<file path="src/rtl/ex_muldiv_unit.sv">
// Iterative RV32M multiply/divide sequencer for the EX stage: radix-2 shift-add
// multiply and restoring divide on operand magnitudes, one bit per cycle.
module ex_muldiv_unit #(
  parameter int XLEN = 32
) (
  input  logic            clk,
  input  logic            rst,
  input  logic            mdStartE,
  input  logic [2:0]      mdOpE,
  input  logic [XLEN-1:0] srcAE,
  input  logic [XLEN-1:0] srcBE,
  input  logic [4:0]      rdE,
  input  logic            flushE,
  output logic            stallE,
  output logic            mdDoneE,
  output logic [XLEN-1:0] mdResultE,
  output logic [4:0]      mdRdE
);

  typedef enum logic [1:0] {IDLE, CALC, DONE} state_t;

  localparam logic [XLEN-1:0] MIN_NEG = {1'b1, {(XLEN-1){1'b0}}};
  localparam logic [5:0]      LAST    = 6'(XLEN - 1);

  state_t              state, state_nx;
  logic [5:0]          cnt;
  logic [2:0]          op;
  logic                neg_a, neg_b;
  logic [XLEN-1:0]     mag_a, mag_b;
  logic [2*XLEN-1:0]   acc, acc_step;

  logic                a_signed, b_signed, sa, sb;
  logic [XLEN-1:0]     abs_a, abs_b, fast_res;
  logic                div_zero, div_ovf, fast, start;
  logic [XLEN:0]       mul_sum, rem_sh;
  logic [XLEN-1:0]     rem_sub;
  logic                can_sub;

  // Sign fixup on the unsigned magnitude result; op[2] selects divide class.
  function automatic logic [XLEN-1:0] fixup(input logic [2:0] f_op, input logic f_na,
                                            input logic f_nb, input logic [2*XLEN-1:0] f_acc);
    logic signed [2*XLEN-1:0] p;
    logic [XLEN-1:0]          q, r, res;
    p = (f_na ^ f_nb) ? -f_acc : f_acc;
    q = (f_na ^ f_nb) ? -f_acc[XLEN-1:0] : f_acc[XLEN-1:0];
    r = f_na ? -f_acc[2*XLEN-1:XLEN] : f_acc[2*XLEN-1:XLEN];
    if (!f_op[2])
      res = (f_op[1:0] == 2'b00) ? p[XLEN-1:0] : p[2*XLEN-1:XLEN];
    else
      res = f_op[1] ? r : q;
    return res;
  endfunction

  // Operand decode at start: MULHSU keeps A signed only, unsigned ops drop both.
  assign a_signed = mdOpE[2] ? ~mdOpE[0] : (mdOpE[1:0] != 2'b11);
  assign b_signed = mdOpE[2] ? ~mdOpE[0] : ~mdOpE[1];
  assign sa       = a_signed & srcAE[XLEN-1];
  assign sb       = b_signed & srcBE[XLEN-1];
  assign abs_a    = sa ? -srcAE : srcAE;
  assign abs_b    = sb ? -srcBE : srcBE;
  assign div_zero = mdOpE[2] && (srcBE == '0);
  assign div_ovf  = mdOpE[2] && !mdOpE[0] && (srcAE == MIN_NEG) && (srcBE == '1);
  assign fast     = div_zero || div_ovf;
  assign start    = (state == IDLE) && mdStartE && !flushE;

  always_comb begin
    fast_res = '0;
    if (div_zero)
      fast_res = mdOpE[1] ? srcAE : '1;
    else if (div_ovf)
      fast_res = mdOpE[1] ? '0 : MIN_NEG;
  end

  // One iteration: multiply adds A into the high half and shifts right;
  // divide shifts the dividend into the remainder and subtracts when it fits.
  always_comb begin
    mul_sum = {1'b0, acc[2*XLEN-1:XLEN]} + (acc[0] ? {1'b0, mag_a} : '0);
    rem_sh  = {acc[2*XLEN-1:XLEN], acc[XLEN-1]};
    can_sub = rem_sh >= {1'b0, mag_b};
    rem_sub = rem_sh[XLEN-1:0] - mag_b;
    if (op[2])
      acc_step = can_sub ? {rem_sub, acc[XLEN-2:0], 1'b1}
                         : {rem_sh[XLEN-1:0], acc[XLEN-2:0], 1'b0};
    else
      acc_step = {mul_sum, acc[XLEN-1:1]};
  end

  always_comb begin
    state_nx = state;
    case (state)
      IDLE:    if (mdStartE) state_nx = fast ? DONE : CALC;
      CALC:    if (cnt == LAST) state_nx = DONE;
      DONE:    state_nx = IDLE;
      default: state_nx = IDLE;
    endcase
    if (flushE) state_nx = IDLE;
  end

  always_ff @(posedge clk) begin
    if (rst) begin
      state     <= IDLE;
      cnt       <= '0;
      mdResultE <= '0;
      mdRdE     <= '0;
    end else begin
      state <= state_nx;
      if (start) begin
        cnt   <= '0;
        mdRdE <= rdE;
        if (fast) mdResultE <= fast_res;
      end else if (state == CALC && !flushE) begin
        cnt <= cnt + 6'd1;
        if (cnt == LAST) mdResultE <= fixup(op, neg_a, neg_b, acc_step);
      end
    end
  end

  always_ff @(posedge clk) begin
    if (start) begin
      op    <= mdOpE;
      neg_a <= sa;
      neg_b <= sb;
      mag_a <= abs_a;
      mag_b <= abs_b;
      acc   <= mdOpE[2] ? {{XLEN{1'b0}}, abs_a} : {{XLEN{1'b0}}, abs_b};
    end else if (state == CALC) begin
      acc <= acc_step;
    end
  end

  assign mdDoneE = (state == DONE);
  assign stallE  = !rst && !flushE && (((state == IDLE) && mdStartE) || (state == CALC));

endmodule

</file>
<file path="config.mk">
export PLATFORM = sky130hd
export DESIGN_NAME = ex_muldiv_unit
export DESIGN_NICKNAME = d
export VERILOG_FILES = /design/src/rtl/ex_muldiv_unit.sv
export SDC_FILE = /design/constraint.sdc
export NUM_CORES = 1
export LEC_CHECK = 0
export CORE_MARGIN = 3
export CORE_UTILIZATION = 56
export CTS_CLUSTER_SIZE = 12
export DETAILED_ROUTE_END_ITERATION = 16
export PLACE_DENSITY = 0.87
export SETUP_SLACK_MARGIN = 0.15
export SYNTH_ARGS = -nofsm -noshare
export SYNTH_HDL_FRONTEND = slang
export SYNTH_SLANG_ARGS = --single-unit
</file>
<file path="constraint.sdc">
create_clock -name clk -period 10.8 [get_ports clk]
set_input_delay 3.24 -clock clk [delete_from_list [all_inputs] [get_ports clk]]
set_output_delay 3.24 -clock clk [all_outputs]
set_load 0.05 [all_outputs]
</file>
; Word level (Yosys, flattened, before mapping)
; Index checks and enable logic that the tools add are counted.
[word_totals]
output_inout_bits = 39
reg_bits = 178
[classes]
mux = 28
n_reduce_logical = 24
bitwise_logic = 5
n_lt_le_gt_ge = 1
n_eq_ne = 9
addsub = 8
[op_table]
columns = cell, n
row1 = two-way mux 32 bit, 17
row2 = two-way mux 64 bit, 5
row3 = negation 32 bit, 4
row4 = "equality test 32 bit, second input constant", 2
row5 = negation 64 bit, 1
row6 = adder 32 x 32 -> 33 bit, 1
row7 = >= comparator 33 x 32 -> 1 bit, 1
row8 = logical NOT 32 bit, 1
row9 = subtractor 32 bit, 1
row10 = logical AND 1 bit, 9
row11 = "!= test 2 bit, second input constant", 4
row12 = "adder 6 x 1 -> 6 bit, second input constant", 1
row13 = "equality test 6 x 5 -> 1 bit, second input constant", 1
row14 = two-way mux 2 bit, 3
row15 = nonzero test 2 bit, 3
row16 = logical NOT 2 bit, 2
row17 = case mux 2 bit (2 select lines), 1
row18 = OR reduction 2 bit, 2
row19 = logical NOT 1 bit, 3
row20 = AND reduction 3 bit, 1
row21 = bitwise AND 1 bit, 2
row22 = "equality test 2 x 1 -> 1 bit, second input constant", 1
row23 = "equality test 2 bit, second input constant", 1
row24 = logical OR 1 bit, 2
row25 = other kinds (4), 6

; Longest topological paths before layout
; Gate-level depths: netlist of the first run.
[logic_depth]
depth_word = 10
mapped_depth = 23
mapped_depth_nobuf = 20

; Least setup slack after synthesis of the first run
; No wires, ideal clock.
[synth_timing]
path_type = input to output
start = in mdStartE
end = out stallE
required_time_ns = 7.560
t_arrival_ns = 4.526
slack_ns = 3.034
path_stages = 4
n_path_buf = 1
path_cell_list = nor2b_1 nand2_1 clkbuf_1 a21oi_1
[synth_via]
elab_chain_cells = 3
[synth_rtl]
columns = item, line_no
row1 = start: declaration, 8  ; input logic mdStartE,
row2 = logical AND 1 bit, 132  ; assign stallE = !rst && !flushE && (((state == IDLE) && mdStartE) || (state == CALC));
row3 = logical OR 1 bit, 132
row4 = logical AND 1 bit, 132
row5 = end: declaration, 14  ; output logic stallE,
; No other way between the ends.

; Worst setup path in the final report of the first run
[layout_timing]
start = in flushE
end = out stallE
[layout_via]
elab_chain_cells = 3
[layout_rtl]
columns = item, line_no
row1 = start: declaration, 13  ; input logic flushE,
row2 = logical NOT 1 bit, 132
row3 = logical AND 1 bit (2 in a row), 132
; No other way between the ends.

==> summary.md, run 1 <==
| Metric | Value |
|---|---|
| Status | completed |
| Starting DRT DRC Count | 2828 |
| Mapped Nets | between 2000 and 2500 |
| Leakage | between 7 and 8 nW |
| Post-synth EDFFs | between 100 and 150 |
| Hpwl dp | 51.1 mm |
| Sw power | ~1.2 mW |
| Die height | 181 µm |
| Hold Path Origin | mdRdE[1]$_SDFFE_PP0P_ |
| CP required | approximately 7600 ps |
| Die width | around 180 µm |
| # resized after CTS | 0 |
| Vias post-DR | 18048 |
| FP Rows | 63 |
| DRC violations left | 0 |
| Die area | 0.0329 mm² |
| Crit path DAT | 4950 ps |
| Hold EP | mdRdE[1]$_SDFFE_PP0P_ |
| Worst Path Max Fanout | 3 |
| Worst setup EP type | output pin |
| Slew Limit Fails | 0 |
| Total Routed Length | 66.7 mm |
| Grt total ovfl | 0 |
| Post-synthesis sequential area ratio | 0.284 |
| Count leader, synth | nor2_1 |
| Clock slew at reported path FFs | around 70 ps |
| Cells after synthesis | 2083 |
| Post-CTS Setup Inserts | 0 |
| R2R Path Start | mag_b[26]$_DFFE_PP_ |
| Post-synth top cells | nor2_1, nand2_1, a21oi_1, o21ai_0, edfxtp_1 |
| Initial antenna violation count | 5 |
| Clk_lat worst skew | 460 ps |
| Top cell type's share of synthesized area | 0.232 |
| Reg2Reg Depth | 19 |
| CP Class | primary input to output pin |
| Clock power frac | 0.244 |
| Crit Reg-Reg Endpoint | mdResultE[8]$_SDFFE_PP0P_ |
| Gr usage total | 0.392 |
| Sequential Power Share | 0.312 |
| Initial Utilization | 0.575 |
| Hold Vio Cnt, Final | 0 |
| Type of origin of the critical path | primary input |
| Ys flop type | edfxtp_1 |
| Post-synth top area cell | edfxtp_1 |
| Routability cong. | ~1.0 |
| Total power draw | 2.73 mW |
| Global-route wire length before repair | 100 mm |
| Vias in the first global route | 16492 |
| Slew @ Worst Pin | 1170 ps |
| PwrDens | 142 mW/mm² |
| CTS buffer count | 17 |
| Ports | 115 |
| Hold Buf Count CTS | 0 |
| CTS root buffer | clkbuf_16 |
| Final setup fails | 0 |
| Area contributors post-synth | edfxtp_1, mux2i_1, dfxtp_1 |
| Port bufs | roughly 110 |
| Min Tclk post-route | 8190 ps |
| Post-layout net count | approximately 2300 |
| Max Cap Viol | 0 |
| RSZ-0062 raised after global routing | no |
| Switching share of power | 0.427 |
| Syn_area_per_cell | 8.27 µm² |
| Setup TNS | 0 ps |
| Combinational share of power | 0.444 |
| TritonCTS clock tree | yes |
| Layout cells sized above 1 | 0.0640 |
| Slew headroom | 0.216 |
| R2r setup slk | 4380 ps |
| Hold Path Stages | 2 |
| Max clock buf depth | 2 |
| Area Overhead vs Synth | 11.3% |
| Synth warn | 0 |
| F_max | 122 MHz |
| Routed WL per cell | 26.3 µm |
| Internal power | 1.56 mW |
| Core ar. | 0.0300 mm² |
| Final clock skew | 12.4 ps |
| Maximum vdd ir drop | approximately 0.11 mV |
| Async set or reset register ratio after synthesis | 0 |
| Cell variety after synth | about 110 |
| Fillers | 2550 |
| Cell area after synthesis | 0.0172 mm² |
| Detailed-router iteration count before antenna repair | 8 |
| Largest net degree at the start of global routing | 91 |
| Vias per inst | between 7 and 8 |
| Antenna-violating nets left | 0 |
| Hold crit path type | flip-flop to flip-flop |
| Fin crit share | 0.758 |
| H-tree depth reported by CTS | 4 |
| Seq cells post-synth | 178 |
| Clk sinks | 178 |
stage by stage:
stage	utilization	hold slack (ps)	instance area (µm²)	worst slack, ps	std cells
2_1_floorplan	-	454	17200	3030	2083
3_3_place_gp	0.619	438	18500	2650	2497
3_5_place_dp	0.619	452	18500	2630	2497
4_1_cts	0.640	463	19200	2630	2529
5_1_grt	0.640	488	19200	2570	2529
6_report	0.640	465	19200	2610	2531
cell families after synthesis:
family,share of synthesized area
adder cells (fa/ha/maj),0.0532
flip-flops,0.284
AND/OR/NAND/NOR,0.216
buffers and inverters,0.0466
XOR/XNOR,0.0799
multiplexers,0.0695
AO/OA/AOI/OAI,0.251
critical path, cell delays in order:
cell,delay [ps]
clkdlybuf4s50_1,460
nor2_1,140
nand2_1,110
a21oi_1,170
clkdlybuf4s50_1,820
metal layers:
layer | routed length [µm] | vias to the layer above | global-route usage
li1 | - | 7921 | -
met4 | 3400 | 0 | 0.161
met5 | 0 | - | 0
met1 | 25500 | 8415 | 0.537
met2 | 28100 | 1483 | 0.581
met3 | 9700 | 229 | 0.112
registers in the layout, summed over array words and instances (netlist names):
signal	flops
mdRdE	5
op	3
mag_b	32
neg_a	1
neg_b	1
cnt	6
state	2
mag_a	32
mdResultE	32
acc	64
layout by cell type, fill, tap and decap left out, drive strengths merged, types with 24 or more instances in the layout:
| cell | n |
|---|---|
| nor3 | 68 |
| and2 | 55 |
| nand4 | 38 |
| dfxtp | 45 |
| o21ai | 152 |
| clkdlybuf4s50 | 113 |
| a21o | 32 |
| o211ai | 24 |
| and3 | 27 |
| a31oi | 35 |
| nand2 | 162 |
| nor2 | 210 |
| xnor2 | 79 |
| edfxtp | 133 |
| inv | 88 |
| nand3 | 49 |
| ha | 70 |
| buf | 24 |
| xor2 | 78 |
| a21oi | 154 |
| mux2i | 106 |
power groups by stage:
stage	Combinational (mW)	Clock [mW]	Sequential (mW)
2_1_floorplan	0.807	0	0.847
3_3_place_gp	1.13	0	0.861
3_5_place_dp	1.14	0	0.863
4_1_cts	1.15	0.659	0.848
5_1_grt	1.28	0.693	0.854
6_report	1.21	0.664	0.851
how the worst max path moves through the flow:
| stage | from | end | slack (ps) | cells past startpoint |
|---|---|---|---|---|
| global route | flushE | stallE | 2570 | 5 |
| detailed placement | mdStartE | stallE | 2630 | 5 |
| finish | flushE | stallE | 2610 | 5 |
| CTS | mdStartE | stallE | 2630 | 5 |
| floorplan | mdStartE | stallE | 3030 | 4 |
| global placement | mdStartE | stallE | 2650 | 5 |
final cells by class:
| class | count | area [µm²] | area share |
|---|---|---|---|
| Clock inverter | 12 | 120 | 0.00627 |
| Clock buffer | 20 | 500 | 0.0261 |
| Tap cell | 390 | 488 | 0.0255 |
| Inverter | 79 | 302 | 0.0157 |
| Sequential cell | 178 | 4890 | 0.255 |
| Antenna cell | 2 | 5.00 | 0.000261 |
| Timing Repair Buffer | 137 | 1310 | 0.0683 |
| Multi-Input combinational cell | 1713 | 11500 | 0.603 |
Note: power is estimated with default switching activity, not from simulation.
==> run 2, diff against run 1 <==
PLACE_DENSITY = 0.9   (was 0.87)
clock period = 7.5 ns   (was 10.8 ns; I/O delays follow)
==> run 2 against run 1 <==
Effect of this change:
- wire length rose by 2.9%
- clock power grew 35%
- core utilization decreased by 0.092 points
- register-to-register slack worse by 3300 ps
- clock-buffer cell count decreased by 2
- global-route usage up 0.84 points
- final area fell by 0.14%
- combinational power grew 44%
- critical path type is now flip-flop to flip-flop
- highest routed layer is now met5
==> summary.md, run 2 (same netlist as run 1, synthesis figures left out) <==
| Metric | Value |
|---|---|
| Status | completed |
| Crit Reg-Reg Endpoint | mdResultE[19]$_SDFFE_PP0P_ |
| Max Cap Viol | 0 |
| Post-detailed-placement cell area | 0.0186 mm² |
| Grt total ovfl | 0 |
| Core ar. | 0.0300 mm² |
| DRC violations left | 0 |
| Post-layout net count | 2277 |
| Maximum vdd ir drop | 0.174 mV |
| Leakage | 7.18 nW |
| FP Rows | 63 |
| Clock slew at reported path FFs | 70 ps |
| Global-route wire length before repair | 102 mm |
| H-tree depth reported by CTS | 4 |
| Final Util | 0.639 |
| Pre-CTS setup slack | 893 ps |
| Gr usage total | 0.400 |
| Hpwl dp | 52.8 mm |
| Vias per inst | around 7 |
| Antenna-violating nets left | 0 |
| Worst path top cell family by delay | compound AO/OA/AOI/OAI gates |
| Worst path slowest cell | o311ai_0 |
| Final clock skew | 11.4 ps |
| Vias in the first global route | about 17000 |
| Die height | about 180 µm |
| WP buf/inv | 2 |
| Slew @ Worst Pin | around 1200 ps |
| CTS root buffer | clkbuf_16 |
| F_max | about 160 MHz |
| Clk_lat worst skew | 450 ps |
| Setup TNS | 0 ps |
| Placed cells | 2500 |
| CP required | about 7800 ps |
| Vias post-DR | 18178 |
| Final cell count without fillers | between 2000 and 3000 |
| Slew headroom | 0.171 |
| Max clock buf depth | 2 |
| Max reg flops | 64 |
| Hold Path Stages | 2 |
| Ports | roughly 120 |
| Worst setup EP type | flip-flop |
| Slowest stage delay, CP | 1080 ps |
| Hold Path Origin | mdRdE[4]$_SDFFE_PP0P_ |
| Biggest register | acc |
| Hold Buf Count CTS | 0 |
| Worst Path Max Fanout | 30 |
| CP most frequent cell | nand2_1 |
| Detailed-router iteration count before antenna repair | 7 |
| Layout cells sized above 1 | 0.0649 |
| # resized after CTS | 0 |
| Slew Limit Fails | 0 |
| Starting DRT DRC Count | 2853 |
| Post-CTS Setup Inserts | 0 |
| Total power draw | 3.86 mW |
| R2r setup slk | 1130 ps |
| Total Routed Length | around 70 mm |
| Initial Utilization | 0.575 |
| Clk sinks | roughly 180 |
| CP Class | flip-flop to flip-flop |
| Setup ws final | 1130 ps |
| Routability cong. | 1.06 |
| Type of origin of the critical path | flip-flop |
| Most common cell after layout, fill and taps aside | nor2_1 |
| Reg2Reg Depth | 15 |
| Min Tclk post-route | 6370 ps |
| Die area | 0.0329 mm² |
| RSZ-0062 raised after global routing | no |
| Largest net degree at the start of global routing | 137 |
| Crit path DAT | ~6700 ps |
| Area Overhead vs Synth | 11.2% |
| Hold crit path type | flip-flop to flip-flop |
| TritonCTS clock tree | yes |
| Die width | 181 µm |
| Design Area, Final | 0.0191 mm² |
| Final setup fails | 0 |
| Fillers | 2584 |
| CTS buffer count | 17 |
| Initial antenna violation count | 5 |
| Cell Chain, Critical Path | inv_1 -> ha_1 -> nand4_1 -> nor3_1 -> and2_1 -> o31a_1 -> nor2_2 -> buf_4 -> o311ai_0 -> o32ai_2 -> nand2_1 -> or4_1 -> nand2_1 -> a2111oi_0 -> nor4_1 |
| Fin crit share | 0.849 |
| Hold EP | mdRdE[4]$_SDFFE_PP0P_ |
| PwrDens | between 200 and 250 mW/mm² |
| Most frequent cells in the layout | nor2_1, nand2_1, a21oi_1, o21ai_0, edfxtp_1 |
| Port bufs | around 110 |
| Hold Vio Cnt, Final | 0 |
| R2R Path Start | mag_b[23]$_DFFE_PP_ |
| WHS | 464 ps |
| Routed WL per cell | 27.0 µm |
run 2: changes by cell type in the layout (fill, tap and decap cells not counted), sizes merged:
cell | previous run | this run
clkbuf | 20 | 18
inv | 88 | 84
clkdlybuf4s50 | 113 | 112
buf | 24 | 28
bufinv | 0 | 1
diode | 2 | 4
clkinvlp | 0 | 1
clkinv | 3 | 7
run 2: worst max path at each step:
stage	startpoint	end	slack [ps]	depth (start not counted)
floorplan	mdStartE	mag_a[0]$_DFFE_PP_	1630	6
global placement	srcBE[2]	mdResultE[16]$_SDFFE_PP0P_	1130	12
detailed placement	srcBE[2]	mdResultE[16]$_SDFFE_PP0P_	890	12
CTS	srcBE[2]	mdResultE[16]$_SDFFE_PP0P_	1330	12
global route	srcBE[2]	mdResultE[16]$_SDFFE_PP0P_	920	12
finish	mag_b[23]$_DFFE_PP_	mdResultE[19]$_SDFFE_PP0P_	1130	15
run 2: per-layer routing:
layer | up-vias | share of wire | routed length [µm] | track usage
met4 | 8 | 0.049 | 3380 | 0.159
li1 | 7947 | - | - | -
met1 | 8560 | 0.40 | 27300 | 0.563
met5 | - | 0.00086 | 59 | 0
met3 | 246 | 0.13 | 8870 | 0.0894
met2 | 1417 | 0.42 | 29000 | 0.597
run 2: area by class of cell:
cell class,instances,area (µm²),area share
diodes,4,10.0,0.000523
well taps,390,488,0.0255
flip-flops and latches,178,4890,0.256
inverters,79,302,0.0158
multi-input cells,1713,11500,0.603
clock buffers,18,429,0.0224
clock inverters,14,126,0.00660
repair buffers,140,1340,0.0701
run 2: report_power, final:
part           leakage [nW]  switching, mW  internal (mW)  total, mW
Combinational          5.29           1.15          0.590       1.74
Sequential             1.62         0.0670           1.16       1.22
Clock                 0.274          0.432          0.462      0.895
Total                  7.18           1.65           2.21       3.86
run 2: tightest hold or removal path, stage by stage (launching register included):
cell,delay (ps)
dfxtp_1,310
nand2_1,50
a21oi_1,50
